**config.mk**
```make
export PLATFORM = sky130hd
export DESIGN_NAME = cam_stream_capture
export DESIGN_NICKNAME = d
export VERILOG_FILES = /design/src/rtl/image_proc_pkg.sv /design/src/rtl/sync_fifo.sv /design/src/rtl/cam_stream_capture.sv
export SDC_FILE = /design/constraint.sdc
export NUM_CORES = 1
export LEC_CHECK = 0
export ABC_AREA = 1
export CAP_MARGIN = 20
export CORE_MARGIN = 2
export CORE_UTILIZATION = 35
export CTS_CLUSTER_SIZE = 24
export DETAILED_ROUTE_END_ITERATION = 16
export GPL_TIMING_DRIVEN = 0
export SLEW_MARGIN = 0
export SYNTH_ARGS = -nofsm -noshare
export SYNTH_HDL_FRONTEND = slang
export SYNTH_HIERARCHICAL = 1
export SYNTH_SLANG_ARGS = --single-unit
```
**constraint.sdc**
```tcl
create_clock -name i_clk -period 3.05 [get_ports i_clk]
set_input_delay 0.61 -clock i_clk [delete_from_list [all_inputs] [get_ports i_clk]]
set_output_delay 0.61 -clock i_clk [all_outputs]
set_load 0.005 [all_outputs]
```
**src/rtl/image_proc_pkg.sv**
```systemverilog
// Shared types for the image capture pipeline: capture FSM states, the
// per-pixel marker flags and the frame-decimation keep rule.
package image_proc_pkg;

    typedef enum logic [1:0] {
        IDLE   = 2'd0,
        WAIT   = 2'd1,
        ACTIVE = 2'd2,
        DROP   = 2'd3
    } cap_state_t;

    typedef struct packed {
        logic sof;
        logic eol;
    } cap_flags_t;

    localparam int FLAG_W = $bits(cap_flags_t);

    // A frame is kept when the low n bits of its index are zero (1 of 2^n).
    // The index is 3 bits wide so it wraps cleanly for every mask up to 7.
    function automatic logic keep_frame(input logic [2:0] idx, input logic [1:0] n);
        logic [2:0] mask;
        mask = 3'((4'd1 << n) - 4'd1);
        return (idx & mask) == 3'd0;
    endfunction

endpackage

```
**src/rtl/sync_fifo.sv**
```systemverilog
// First-word-fall-through synchronous FIFO. The head word is visible while
// valid is high; a pop happens on any cycle with valid && pop_ready. A push
// into a full FIFO is accepted only when a pop frees a slot in the same cycle.
module sync_fifo #(
    parameter int WIDTH = 8,
    parameter int DEPTH = 16
) (
    input  logic             clk,
    input  logic             rst_n,
    input  logic             push,
    input  logic [WIDTH-1:0] push_data,
    input  logic             pop_ready,
    output logic [WIDTH-1:0] head,
    output logic             valid,
    output logic             full
);

    localparam int AW = $clog2(DEPTH);

    logic [WIDTH-1:0] mem [DEPTH];
    logic [AW:0]      wr_ptr;
    logic [AW:0]      rd_ptr;
    logic             pop;
    logic             accept;

    assign valid  = (wr_ptr != rd_ptr);
    assign full   = (wr_ptr[AW] != rd_ptr[AW]) && (wr_ptr[AW-1:0] == rd_ptr[AW-1:0]);
    assign pop    = valid && pop_ready;
    assign accept = push && (!full || pop);
    // Gate the head so the output reads zero whenever the FIFO is empty.
    assign head   = valid ? mem[rd_ptr[AW-1:0]] : '0;

    // Read/write pointers, one extra bit to tell full from empty.
    always_ff @(posedge clk or negedge rst_n) begin
        if (!rst_n) begin
            wr_ptr <= '0;
            rd_ptr <= '0;
        end else begin
            if (accept) wr_ptr <= wr_ptr + (AW+1)'(1);
            if (pop)    rd_ptr <= rd_ptr + (AW+1)'(1);
        end
    end

    // Storage array; contents are don't-care until written.
    always_ff @(posedge clk) begin
        if (accept) mem[wr_ptr[AW-1:0]] <= push_data;
    end

endmodule

```
**src/rtl/cam_stream_capture.sv**
```systemverilog
// DVP camera capture front-end: assembles bytes into pixels, tags frame and
// line boundaries, checks line/frame lengths, decimates frames and buffers
// pixels in an output FIFO.
// Output handshake: o_pixel/o_sof/o_eol are meaningful only while o_valid is
// high and hold steady until the cycle where o_valid && i_ready, which is the
// transfer; o_valid never depends on i_ready.
module cam_stream_capture
    import image_proc_pkg::*;
#(
    parameter int DATA_W     = 8,
    parameter int BPP        = 2,
    parameter int H_ACTIVE   = 640,
    parameter int V_ACTIVE   = 480,
    parameter int FIFO_DEPTH = 16
) (
    input  logic                  i_clk,
    input  logic                  i_reset_n,
    input  logic                  i_byte_en,
    input  logic [DATA_W-1:0]     i_data,
    input  logic                  i_hsync,
    input  logic                  i_vsync,
    input  logic                  i_enable,
    input  logic [1:0]            i_decimate,
    input  logic                  i_swap_bytes,
    input  logic                  i_clear_status,
    output logic [DATA_W*BPP-1:0] o_pixel,
    output logic                  o_sof,
    output logic                  o_eol,
    output logic                  o_valid,
    input  logic                  i_ready,
    output logic                  o_line_err,
    output logic                  o_frame_err,
    output logic                  o_overflow,
    output logic [15:0]           o_frame_cnt,
    output cap_state_t            o_state
);

    localparam int PIX_W      = DATA_W * BPP;
    localparam int ENT_W      = FLAG_W + PIX_W;
    localparam int LINE_BYTES = H_ACTIVE * BPP;
    // Counters carry one spare bit and saturate, so overlong lines and
    // frames never wrap back onto the nominal value.
    localparam int BC_W = $clog2(LINE_BYTES + 1) + 1;
    localparam int PX_W = $clog2(H_ACTIVE + 1) + 1;
    localparam int LN_W = $clog2(V_ACTIVE + 2) + 1;
    localparam int BI_W = (BPP > 1) ? $clog2(BPP) : 1;

    cap_state_t                    state;
    logic                          hsync_q;
    logic                          vsync_q;
    logic [2:0]                    frame_idx;
    logic [BI_W-1:0]               byte_idx;
    logic [BC_W-1:0]               line_bytes;
    logic [PX_W-1:0]               pix_idx;
    logic [LN_W-1:0]               line_cnt;
    logic [BPP-1:0][DATA_W-1:0]    asm_bytes;
    logic                          wr_pend;
    cap_flags_t                    wr_flags;
    logic [PIX_W-1:0]              pixel_asm;
    logic [ENT_W-1:0]              fifo_head;
    logic                          fifo_full;

    logic hs_fall;
    logic vs_fall;
    logic vs_rise;
    logic take;
    logic last_byte;

    assign hs_fall   = hsync_q && !i_hsync;
    assign vs_fall   = vsync_q && !i_vsync;
    assign vs_rise   = !vsync_q && i_vsync;
    assign take      = (state == ACTIVE) && i_byte_en && i_hsync;
    assign last_byte = (byte_idx == BI_W'(BPP - 1));

    // Registered copies of the sync lines for edge detection.
    always_ff @(posedge i_clk or negedge i_reset_n) begin
        if (!i_reset_n) begin
            hsync_q <= 1'b0;
            vsync_q <= 1'b0;
        end else begin
            hsync_q <= i_hsync;
            vsync_q <= i_vsync;
        end
    end

    // Capture FSM with byte/pixel/line counters and the error pulses.
    always_ff @(posedge i_clk or negedge i_reset_n) begin
        if (!i_reset_n) begin
            state       <= IDLE;
            frame_idx   <= '0;
            byte_idx    <= '0;
            line_bytes  <= '0;
            pix_idx     <= '0;
            line_cnt    <= '0;
            asm_bytes   <= '0;
            wr_pend     <= 1'b0;
            wr_flags    <= '0;
            o_line_err  <= 1'b0;
            o_frame_err <= 1'b0;
            o_frame_cnt <= '0;
        end else begin
            o_line_err  <= 1'b0;
            o_frame_err <= 1'b0;
            wr_pend     <= 1'b0;
            case (state)
                IDLE: begin
                    if (i_enable) state <= WAIT;
                end
                WAIT: begin
                    if (vs_fall) begin
                        frame_idx  <= frame_idx + 3'd1;
                        byte_idx   <= '0;
                        line_bytes <= '0;
                        pix_idx    <= '0;
                        line_cnt   <= '0;
                        state      <= keep_frame(frame_idx, i_decimate) ? ACTIVE : DROP;
                    end
                end
                ACTIVE: begin
                    if (vs_rise) begin
                        if (line_cnt != LN_W'(V_ACTIVE)) o_frame_err <= 1'b1;
                        else                             o_frame_cnt <= o_frame_cnt + 16'd1;
                        state <= i_enable ? WAIT : IDLE;
                    end else if (hs_fall) begin
                        o_line_err <= (line_bytes != BC_W'(LINE_BYTES));
                        byte_idx   <= '0;
                        line_bytes <= '0;
                        pix_idx    <= '0;
                        if (line_cnt != LN_W'(V_ACTIVE + 1)) line_cnt <= line_cnt + LN_W'(1);
                    end else if (take) begin
                        asm_bytes[byte_idx] <= i_data;
                        if (line_bytes != '1) line_bytes <= line_bytes + BC_W'(1);
                        if (last_byte) begin
                            byte_idx <= '0;
                            if (pix_idx != PX_W'(H_ACTIVE)) pix_idx <= pix_idx + PX_W'(1);
                            if (pix_idx < PX_W'(H_ACTIVE) && line_cnt < LN_W'(V_ACTIVE)) wr_pend <= 1'b1;
                            wr_flags.sof <= (line_cnt == '0) && (pix_idx == '0);
                            wr_flags.eol <= (pix_idx == PX_W'(H_ACTIVE - 1));
                        end else begin
                            byte_idx <= byte_idx + BI_W'(1);
                        end
                    end
                end
                DROP: begin
                    if (vs_rise) state <= i_enable ? WAIT : IDLE;
                end
                default: state <= IDLE;
            endcase
        end
    end

    // Byte order into the pixel: first byte lands in the MSB unless swapped.
    always_comb begin
        pixel_asm = '0;
        for (int k = 0; k < BPP; k++) begin
            if (i_swap_bytes) pixel_asm[k*DATA_W +: DATA_W]         = asm_bytes[k];
            else              pixel_asm[(BPP-1-k)*DATA_W +: DATA_W] = asm_bytes[k];
        end
    end

    // Sticky overflow: a push into a full FIFO with no pop drops the pixel.
    always_ff @(posedge i_clk or negedge i_reset_n) begin
        if (!i_reset_n)                                          o_overflow <= 1'b0;
        else if (wr_pend && fifo_full && !(o_valid && i_ready))  o_overflow <= 1'b1;
        else if (i_clear_status)                                 o_overflow <= 1'b0;
    end

    sync_fifo #(
        .WIDTH (ENT_W),
        .DEPTH (FIFO_DEPTH)
    ) u_fifo (
        .clk       (i_clk),
        .rst_n     (i_reset_n),
        .push      (wr_pend),
        .push_data ({wr_flags, pixel_asm}),
        .pop_ready (i_ready),
        .head      (fifo_head),
        .valid     (o_valid),
        .full      (fifo_full)
    );

    assign {o_sof, o_eol, o_pixel} = fifo_head;
    assign o_state = state;

endmodule

```
# After elaboration in Yosys (flattened, before gate mapping)
# Memories as Yosys holds them, arrays and structs flattened.
# Cells that the tools add are included.
# classes
muxes	52
n_reduce_logical	35
n_addsub	9
n_shift	1
order_cmp	4
n_eq_ne	22
bitwise	4
# ops
cell	count
two-way mux 11 bit	6
two-way mux 12 bit	5
two-way mux 10 bit	4
two-way mux 8 bit	3
case mux 12 bit (2 select lines)	1
two-way mux 1 bit	23
case mux 11 bit (2 select lines)	1
!= test 10 x 9 -> 1 bit (second input constant)	2
case mux 10 bit (2 select lines)	1
two-way mux 18 bit	1
adder 16 x 1 -> 16 bit (second input constant)	1
bitwise mux 16 bit	1
AND reduction 5 bit	3
logical AND 1 bit	13
adder 12 x 1 -> 12 bit (second input constant)	1
!= test 12 x 11 -> 1 bit (second input constant)	1
!= test 12 bit (second input constant)	1
adder 11 x 1 -> 11 bit (second input constant)	1
== test 11 x 10 -> 1 bit (second input constant)	1
logical NOT 11 bit	1
< comparator 11 x 10 -> 1 bit (second input constant)	1
!= test 11 x 10 -> 1 bit (second input constant)	1
adder 10 x 1 -> 10 bit (second input constant)	1
adder 5 x 1 -> 5 bit (second input constant)	2
33 further kinds	51
# word_totals
register_bits	89
inputBits	19
ramBits	288
mem_count	1
# memory_table
memory	depth	width	rd	rd_ports_with_merged_regs	wr	line_no	rtl
u_fifo.mem	16	18	1	0	1	sync_fifo.sv:20	logic [WIDTH-1:0] mem [DEPTH];

# Logic depth before layout (Yosys ltp)
# Gate-level depths: netlist of run 1.
# logic_depth
depth_word	8
mapped_depth	11

# By module
# Netlist of run 1, hierarchy kept.
# by_module_without_submodules
module	seq_area_each_um2	cells_each	area_each_um2	instances
sync_fifo	8898.5	1319	13113.8	1
cam_stream_capture	1976.9	620	4566.9	1

# Least setup slack after synthesis of run 1
# No wires, ideal clock.
# synth_timing
path_kind	reg-to-reg
from	register u_fifo.rd_ptr[2]
to	memory u_fifo/mem[13][0] (netlist bit) (enable)
setup_ns	0.393
arrival_ns	1.904
path_buffers	2
t_required_ns	2.657
stages_incl_launch_ff	10
slack_ns	0.753
path_cell_list	dfrtp_1 buf_4 inv_2 nand2_1 nand2_1 nor2_2 nand4_2 nand2_2 buf_4 nor2_1
# synth_between
elab_chain_cells	7
# synth_lines
item	line_no	rtl
from (decl)	sync_fifo.sv:22	logic [AW:0] rd_ptr;
from (signal assigned)	sync_fifo.sv:40	if (pop) rd_ptr <= rd_ptr + (AW+1)'(1);
== test 4 bit	sync_fifo.sv:27	assign full = (wr_ptr[AW] != rd_ptr[AW]) && (wr_ptr[AW-1:0] == rd_ptr[AW-1:0]);
logical AND 1 bit	sync_fifo.sv:27	
logical NOT 1 bit	sync_fifo.sv:29	assign accept = push && (!full || pop);
logical OR 1 bit (*)	sync_fifo.sv:29	
logical AND 1 bit (*)	sync_fifo.sv:29	
two-way mux 1 bit (*)	sync_fifo.sv:46	if (accept) mem[wr_ptr[AW-1:0]] <= push_data;
two-way mux 1 bit (implied by the code) (*)	sync_fifo.sv:46	
to (decl)	sync_fifo.sv:20	
# Mark *: on every way between the ends. The rest lies on a longest branch, timed or not.

# Final worst setup path of run 1
# layout_timing
from	register u_fifo.wr_ptr[2]
to	output o_pixel[14]
# layout_between
elab_chain_cells	2
# layout_lines
item	line_no	rtl
from (decl)	sync_fifo.sv:21	logic [AW:0] wr_ptr;
from (signal assigned)	sync_fifo.sv:39	if (accept) wr_ptr <= wr_ptr + (AW+1)'(1);
!= test 5 bit	sync_fifo.sv:26	assign valid = (wr_ptr != rd_ptr);
two-way mux 18 bit	sync_fifo.sv:31	assign head = valid ? mem[rd_ptr[AW-1:0]] : '0;
to (decl)	cam_stream_capture.sv:26	output logic [DATA_W*BPP-1:0] o_pixel,
# Every way passes these cells.

==> metrics.md, run 1 <==
| Metric | Value |
|---|---|
| CP Class | `register to output port` |
| Drt via density | `4.773` |
| Max IR drop VDD | `around 0.00042 V` |
| Final Max Slew Viols | `0` |
| Min Tclk post-route | `about 3 ns` |
| Syn avg cell area | `around 9.1 um^2` |
| Synth top cells by count | `729 x nand2_1, 288 x edfxtp_1, 274 x inv_1` |
| Total track usage | `18.15%` |
| Longest Clk Path Bufs | `3` |
| Worst Skew | `~0.02 ns` |
| Max cap viols | `0` |
| Layout Cells excl Fill | `between 2k and 3k` |
| P_leak | `9.372 nW` |
| Wirelength per Cell | `16.85 um` |
| Cell Rows | `82` |
| Area delta synth->final | `21.70%` |
| Syn_nets | `just under 2k` |
| DRC Markers | `0` |
| IO Count | `59` |
| Drt pass-1 iters | `6` |
| Clock power share | `27.5%` |
| Clock buffer count from CTS | `43` |
| Outcome | `complete, no violations` |
| Placeable Area | `roughly 50000 um^2` |
| Wirelength, routed | `about 47000 um` |
| Clock slew seen by the registers of the worst setup and hold paths | `0.06 ns` |
| Port Buffers | `58` |
| Seq/Total Area, Yosys | `between 60 and 70%` |
| Layout cell share with drive strength beyond 1 | `roughly 15%` |
| FF-to-FF path depth | `9` |
| Nature of the critical path endpoint | `output port` |
| CTS sink cnt | `377` |
| Height of the die | `228.8 um` |
| Antenna violations before repair | `0` |
| Fmax | `0.3373 GHz` |
| Clock latency at the later pin of the worst-skew pair | `0.58 ns` |
| Sw frac | `37.92%` |
| Min Hold Slack | `0.01669 ns` |
| Post-synth top area cell | `edfxtp_1` |
| Ys flop type | `edfxtp_1` |
| Die ar. | `roughly 52000 um^2` |
| Synth Warn # | `6` |
| H-tree depth | `2` |
| Layout Nets | `between 2k and 2.5k` |
| Synth area leaders | `edfxtp_1 49%, nand2_1 15%, dfrtp_1 13%` |
| Antenna Nets Post-Route | `0` |
| Worst hold path type | `input port to asynchronous set/reset pin` |
| Arr. time, crit path | `2.35 ns` |
| Detailed Route Iter0 Violations | `between 1k and 1.5k` |
| Pwr dens | `850.5 nW/um^2` |
| CTS tree | `yes` |
| Psw | `0.006940 W` |
| Place WS | `-0.1333 ns` |
| Synth unique cells | `38` |
| Initial Util | `35.39%` |
| Setup violators final | `0` |
| Flops & latches, synth | `around 380` |
| CTS Hold Bufs | `0` |
| Critical path launch point type | `register` |
| Vias | `13.27k` |
| Gr ovfl total | `0` |
| CP required | `2.44 ns` |
| Post-synth EDFFs | `roughly 290` |
| Placed insts | `approximately 2.7k` |
| Worst Max-Slew Pin Slew | `1.017 ns` |
| Reg2Reg Setup Slack | `about 0.48 ns` |
| Post-synth ARST share | `23.61%` |
| Reg power frac | `35.0%` |
| Clock Tree Root | `clkbuf_16` |
| Largest net degree at the start of global routing | `54` |
| Fin crit share | `97.21%` |
| Width of the die | `228.8 um` |
| Gpl congestion | `between 0.8 and 0.9` |
| Netlist Area Pre-Place | `17680 um^2` |
| Syn Inst Count | `1939` |
| Global-route wire length before repair | `73500 um` |
| Hold Violations, Final | `0` |
| Vias in the first global route | `~13k` |
| Int Power | `0.01136 W` |
| Post-DP HPWL | `32900 um` |
| Combinational share of power | `37.5%` |
| Worst rel slew slack | `32.23%` |
| Crit Path Max Fanout | `10` |
| Most common cell in the synthesized netlist | `nand2_1` |
| Final Util | `43.06%` |
| Total power draw | `about 0.018 W` |
| Final worst setup slack | `0.08503 ns` |
| Share of the synthesized area in the top cell type | `48.91%` |
## sequential cells by signal, summed over array words and instances, names as in the netlist
| signal | count |
|---|---|
| asm_bytes | 16 |
| byte_idx | 1 |
| frame_idx | 3 |
| hsync_q | 1 |
| line_bytes | 12 |
| line_cnt | 10 |
| o_frame_cnt | 16 |
| o_frame_err | 1 |
| o_line_err | 1 |
| o_overflow | 1 |
| o_state | 2 |
| pix_idx | 11 |
| u_fifo/mem | 288 |
| u_fifo/rd_ptr | 5 |
| u_fifo/wr_ptr | 5 |
| vsync_q | 1 |
| wr_flags | 2 |
| wr_pend | 1 |
## final cells by class
type,instances,area (um^2)
Clock buffer,55,1174
Clock inverter,25,193.9
Multi-Input combinational cell,1207,5808
Tap cell,672,840.8
Timing Repair Buffer,89,977.2
Sequential cell,377,10880
Inverter,282,1075
Antenna cell,1,2.502
Fill cell,4748,28450
Buffer,73,565.5
## per-layer routing
metal  track usage [%]  vias to the layer above  part of all wire (%)
met2             28.69                      419                    45
li1                  -                     6471                     -
met4             6.209                        0                   3.1
met3             4.129                       80                   7.8
met5                 0                        -                     0
met1             24.61                     6304                    44
## stage by stage
step           area, um^2   TNS [ns]
5_1_grt             21510  -0.004087
3_3_place_gp        19100    -450.85
3_5_place_dp        19630    -0.4680
4_1_cts             21490  -0.004152
2_1_floorplan       17680          0
6_report            21520          0
## placed cells by master (no fill, tap or decap), types with 5 or more instances in the layout
master and count:
nand4_1 14, ha_1 18, edfxtp_1 288, clkinv_1 11, inv_1 274, clkbuf_4 5
clkinv_2 6, xor2_1 17, nor3_1 10, buf_6 12, nor2_2 19, buf_4 21
clkbuf_1 16, a21oi_2 20, nor2_1 68, clkdlybuf4s50_1 39, o21ai_1 5, clkbuf_2 17
buf_8 28, o21ai_2 8, xnor2_1 10, nand2_1 706, nand3_1 158, buf_2 21
dfrtp_1 85, nand3_2 35, a21oi_1 10, clkbuf_16 45, nand2_2 28, o21ai_0 56
## cell families (layout without fill, tap and decap cells)
logic type	count (synthesis)	after routing	share of synthesized area, %
compound gates	108	108	3.206
xor+xnor	27	27	1.337
fa+ha+maj	18	18	1.274
buf+inv	355	524	8.103
flops	377	377	61.51
mux	1	1	0.06369
other cells	0	1	0
simple gates	1053	1053	24.51
## worst paths after layout
kind / startpoint / to
max: u_fifo/wr_ptr[2]$_DFFE_PN0P_ / o_pixel[14]
max in group asynchronous: i_reset_n / asm_bytes[6]$_DFFE_PN0P_
min reg2reg: frame_idx[2]$_DFFE_PN0P_ / frame_idx[2]$_DFFE_PN0P_
min in group i_clk: frame_idx[2]$_DFFE_PN0P_ / frame_idx[2]$_DFFE_PN0P_
max reg2reg: u_fifo/rd_ptr[2]$_DFFE_PN0P_ / u_fifo/mem[5][7]$_DFFE_PP_
min: i_reset_n / o_frame_cnt[14]$_DFFE_PN0P_
## power by group through the flow
stage               clock (W)  combinational, W  sequential, W
finish                0.00502           0.00687        0.00640
CTS                   0.00512           0.00683        0.00639
global placement            0           0.00593        0.00652
global route          0.00533           0.00752        0.00644
floorplan                   0           0.00349        0.00641
detailed placement          0           0.00627        0.00649
## what timing repair did
action,in CTS,in global routing
endpoints found under the setup margin,18,18
endpoints found under the hold margin,0,0
gates resized for setup,170,50
buffers inserted,1,0
gates cloned,1,0
pin swaps,26,15
## worst max-delay path, cell delays in order, from the launching register on
cell	delay (ns)
dfrtp_1	0.32
buf_2	0.19
inv_1	0.08
nand2_1	0.07
nand2_1	0.09
nor2_4	0.18
nand3_4	0.17
inv_8	0.14
buf_4	0.19
a21oi_1	0.05
dlygate4sd2_1	0.26
No activity file was read; power rests on OpenSTA's default activity.
==> run 2, diff against run 1 <==
--- a/config.mk
+++ b/config.mk
@@ -8,11 +8,11 @@
 export ABC_AREA = 1
 export CAP_MARGIN = 20
 export CORE_MARGIN = 2
-export CORE_UTILIZATION = 35
+export CORE_UTILIZATION = 30
 export CTS_CLUSTER_SIZE = 24
 export DETAILED_ROUTE_END_ITERATION = 16
 export GPL_TIMING_DRIVEN = 0
-export SLEW_MARGIN = 0
+export SLEW_MARGIN = 15
 export SYNTH_ARGS = -nofsm -noshare
 export SYNTH_HDL_FRONTEND = slang
 export SYNTH_HIERARCHICAL = 1
==> metrics.md, run 2 (synthesis results as in run 1) <==
| Metric | Value |
|---|---|
| Critical path launch point type | `register` |
| Largest net degree at the start of global routing | `49 (-9.3%)` |
| Setup violators final | `0 (unchanged)` |
| CTS tree | `yes` |
| Most frequent cells in the layout | `721 x nand2_1, 288 x edfxtp_1, 274 x inv_1` |
| Initial Util | `30.47% (-4.9 points)` |
| Worst Skew | `0.03372 ns (+0.01368 ns)` |
| Gpl congestion | `0.8827 (+2.4%)` |
| Cell Rows | `88 (+7.3%)` |
| DRC Markers | `0 (unchanged)` |
| Clock buffer count from CTS | `41 (-4.7%)` |
| Clock slew seen by the registers of the worst setup and hold paths | `0.07 ns (about the same)` |
| Max cap viols | `0 (unchanged)` |
| Placed inst area | `19790 um^2 (+0.82%)` |
| Die ar. | `60890 um^2 (+16%)` |
| Min Hold Slack | `0.01136 ns (-0.005324 ns)` |
| Height of the die | `246.8 um (+7.9%)` |
| Layout cell share with drive strength beyond 1 | `12.26% (-2.3 points)` |
| Clock Tree Root | `clkbuf_16` |
| Antenna violations before repair | `0 (unchanged)` |
| Width of the die | `246.8 um (+7.9%)` |
| Longest Clk Path Bufs | `3 (unchanged)` |
| Antenna Nets Post-Route | `0 (unchanged)` |
| Pwr dens | `836.9 nW/um^2 (-1.6%)` |
| Outcome | `complete, no violations` |
| Global-route wire length before repair | `73480 um (about the same)` |
| Min Tclk post-route | `2.954 ns (-0.01054 ns)` |
| P_leak | `9.352 nW (-0.21%)` |
| H-tree depth | `2 (unchanged)` |
| Worst rel slew slack | `44.06% (+12 points)` |
| Drt pass-1 iters | `5 (-1)` |
| Port Buffers | `58 (unchanged)` |
| Drt via density | `4.623 (-3.1%)` |
| Final Max Slew Viols | `0 (unchanged)` |
| Area delta synth->final | `21.41%` |
| CTS sink cnt | `377 (unchanged)` |
| Hold Violations, Final | `0 (unchanged)` |
| Placeable Area | `58030 um^2 (+16%)` |
| Wirelength per Cell | `16.43 um (-2.5%)` |
| Vias in the first global route | `12.85k (-0.50%)` |
| Gr ovfl total | `0 (unchanged)` |
| Arr. time, crit path | `2.34 ns (about the same)` |
| Wirelength, routed | `47150 um (+0.62%)` |
| IO Count | `59 (unchanged)` |
| Fillcell total | `5719 (+20%)` |
| Total track usage | `15.65% (-2.5 points)` |
| RSZ-0062 raised after global routing | `true` |
| CP Class | `register to output port` |
| Post-route cell area | `21470 um^2 (-0.24%)` |
| Detailed Route Iter0 Violations | `1119 (+8.7%)` |
| Largest register FFs | `288 (unchanged)` |
| Antenna cell count | `0 (-1)` |
| Post-DP HPWL | `33500 um (+1.8%)` |
| Vias | `13.26k (-0.075%)` |
| CP required | `2.44 ns (about the same)` |
| Fin crit share | `96.87% (-0.35 points)` |
| Worst Max-Slew Pin Slew | `0.8391 ns (-0.1774 ns)` |
| Worst hold path type | `input port to asynchronous set/reset pin` |
| Fmax | `0.3385 GHz (+0.36%)` |
| Most common cell after layout, fill and taps aside | `nand2_1` |
| Clock latency at the later pin of the worst-skew pair | `0.55 ns (-0.03 ns)` |
| Max IR drop VDD | `0.0004445 V (+5.7%)` |
| Layout Nets | `2111 (+0.047%)` |
| Nature of the critical path endpoint | `output port` |
| Crit Path Max Fanout | `10 (unchanged)` |
run 2: report_power, final:
| part | switching [W] | internal, W | leakage, nW |
|---|---|---|---|
| clock | 0.00207 | 0.00291 | 0.664 |
| sequential | 0.000260 | 0.00614 | 3.77 |
| combinational | 0.00432 | 0.00226 | 4.91 |
run 2: worst max-delay path, stage by stage (launching register included):
cell	delay, ns
dfrtp_1	0.41
inv_1	0.14
clkbuf_2	0.31
buf_2	0.31
nand3_1	0.16
a21oi_2	0.19
dlygate4sd2_1	0.26
run 2: through the flow:
| step | total power, W | setup WS (ns) | setup TNS, ns | instances | utilization (%) |
|---|---|---|---|---|---|
| 6_report | 0.01797 | 0.09557 | 0 | 2869 | 36.99 |
| 3_5_place_dp | 0.01273 | -0.1231 | -0.3726 | 2795 | 34.11 |
| 3_3_place_gp | 0.01239 | -2.393 | -469.75 | 2762 | 33.12 |
| 5_1_grt | 0.01895 | -0.01220 | -0.02134 | 2869 | 36.99 |
| 2_1_floorplan | 0.009897 | 0.7530 | 0 | 1939 | - |
| 4_1_cts | 0.01804 | -0.1739 | -0.3295 | 2869 | 36.94 |
run 2: layout make-up:
type / count / area [um^2] / area share [%]
repair buffers: 92 / 1042 / 4.855
clock inverters: 22 / 217.7 / 1.014
inverters: 282 / 1069 / 4.978
clock buffers: 51 / 1135 / 5.287
multi-input cells: 1207 / 5592 / 26.05
well taps: 765 / 957.2 / 4.459
flip-flops and latches: 377 / 10880 / 50.68
plain buffers: 73 / 574.3 / 2.675
run 2: worst paths after layout:
| path | startpoint | endpoint | slack [ns] | cells past startpoint |
|---|---|---|---|---|
| worst max-delay path | u_fifo/rd_ptr[3]$_DFFE_PN0P_ | o_pixel[15] | 0.1 | 6 |
| worst min-delay path | i_reset_n | o_frame_cnt[0]$_DFFE_PN0P_ | 0.01 | 1 |
| worst max register to register | u_fifo/rd_ptr[2]$_DFFE_PN0P_ | u_fifo/mem[13][13]$_DFFE_PP_ | 0.54 | 10 |
| worst min register to register | frame_idx[2]$_DFFE_PN0P_ | frame_idx[2]$_DFFE_PN0P_ | 0.48 | 1 |
| max in group asynchronous | i_reset_n | u_fifo/rd_ptr[1]$_DFFE_PN0P_ | 2.42 | 2 |
| min in group i_clk | frame_idx[2]$_DFFE_PN0P_ | frame_idx[2]$_DFFE_PN0P_ | 0.48 | 1 |
run 2: layer usage:
layer  vias up  GRT usage (%)  part of all wire, %
li1       6460              -                    -
met1      6336          20.42                   43
met2       382          26.34                   48
met3        86          2.268                  5.8
met4         0          5.794                  3.7
met5         -              0                    0
run 2: what timing repair did:
action,4_1_cts,5_1_grt
hold buffers,0,0
resized for setup,118,17
buffers inserted,1,0
pin swaps,8,4
endpoints found under the setup margin,18,14
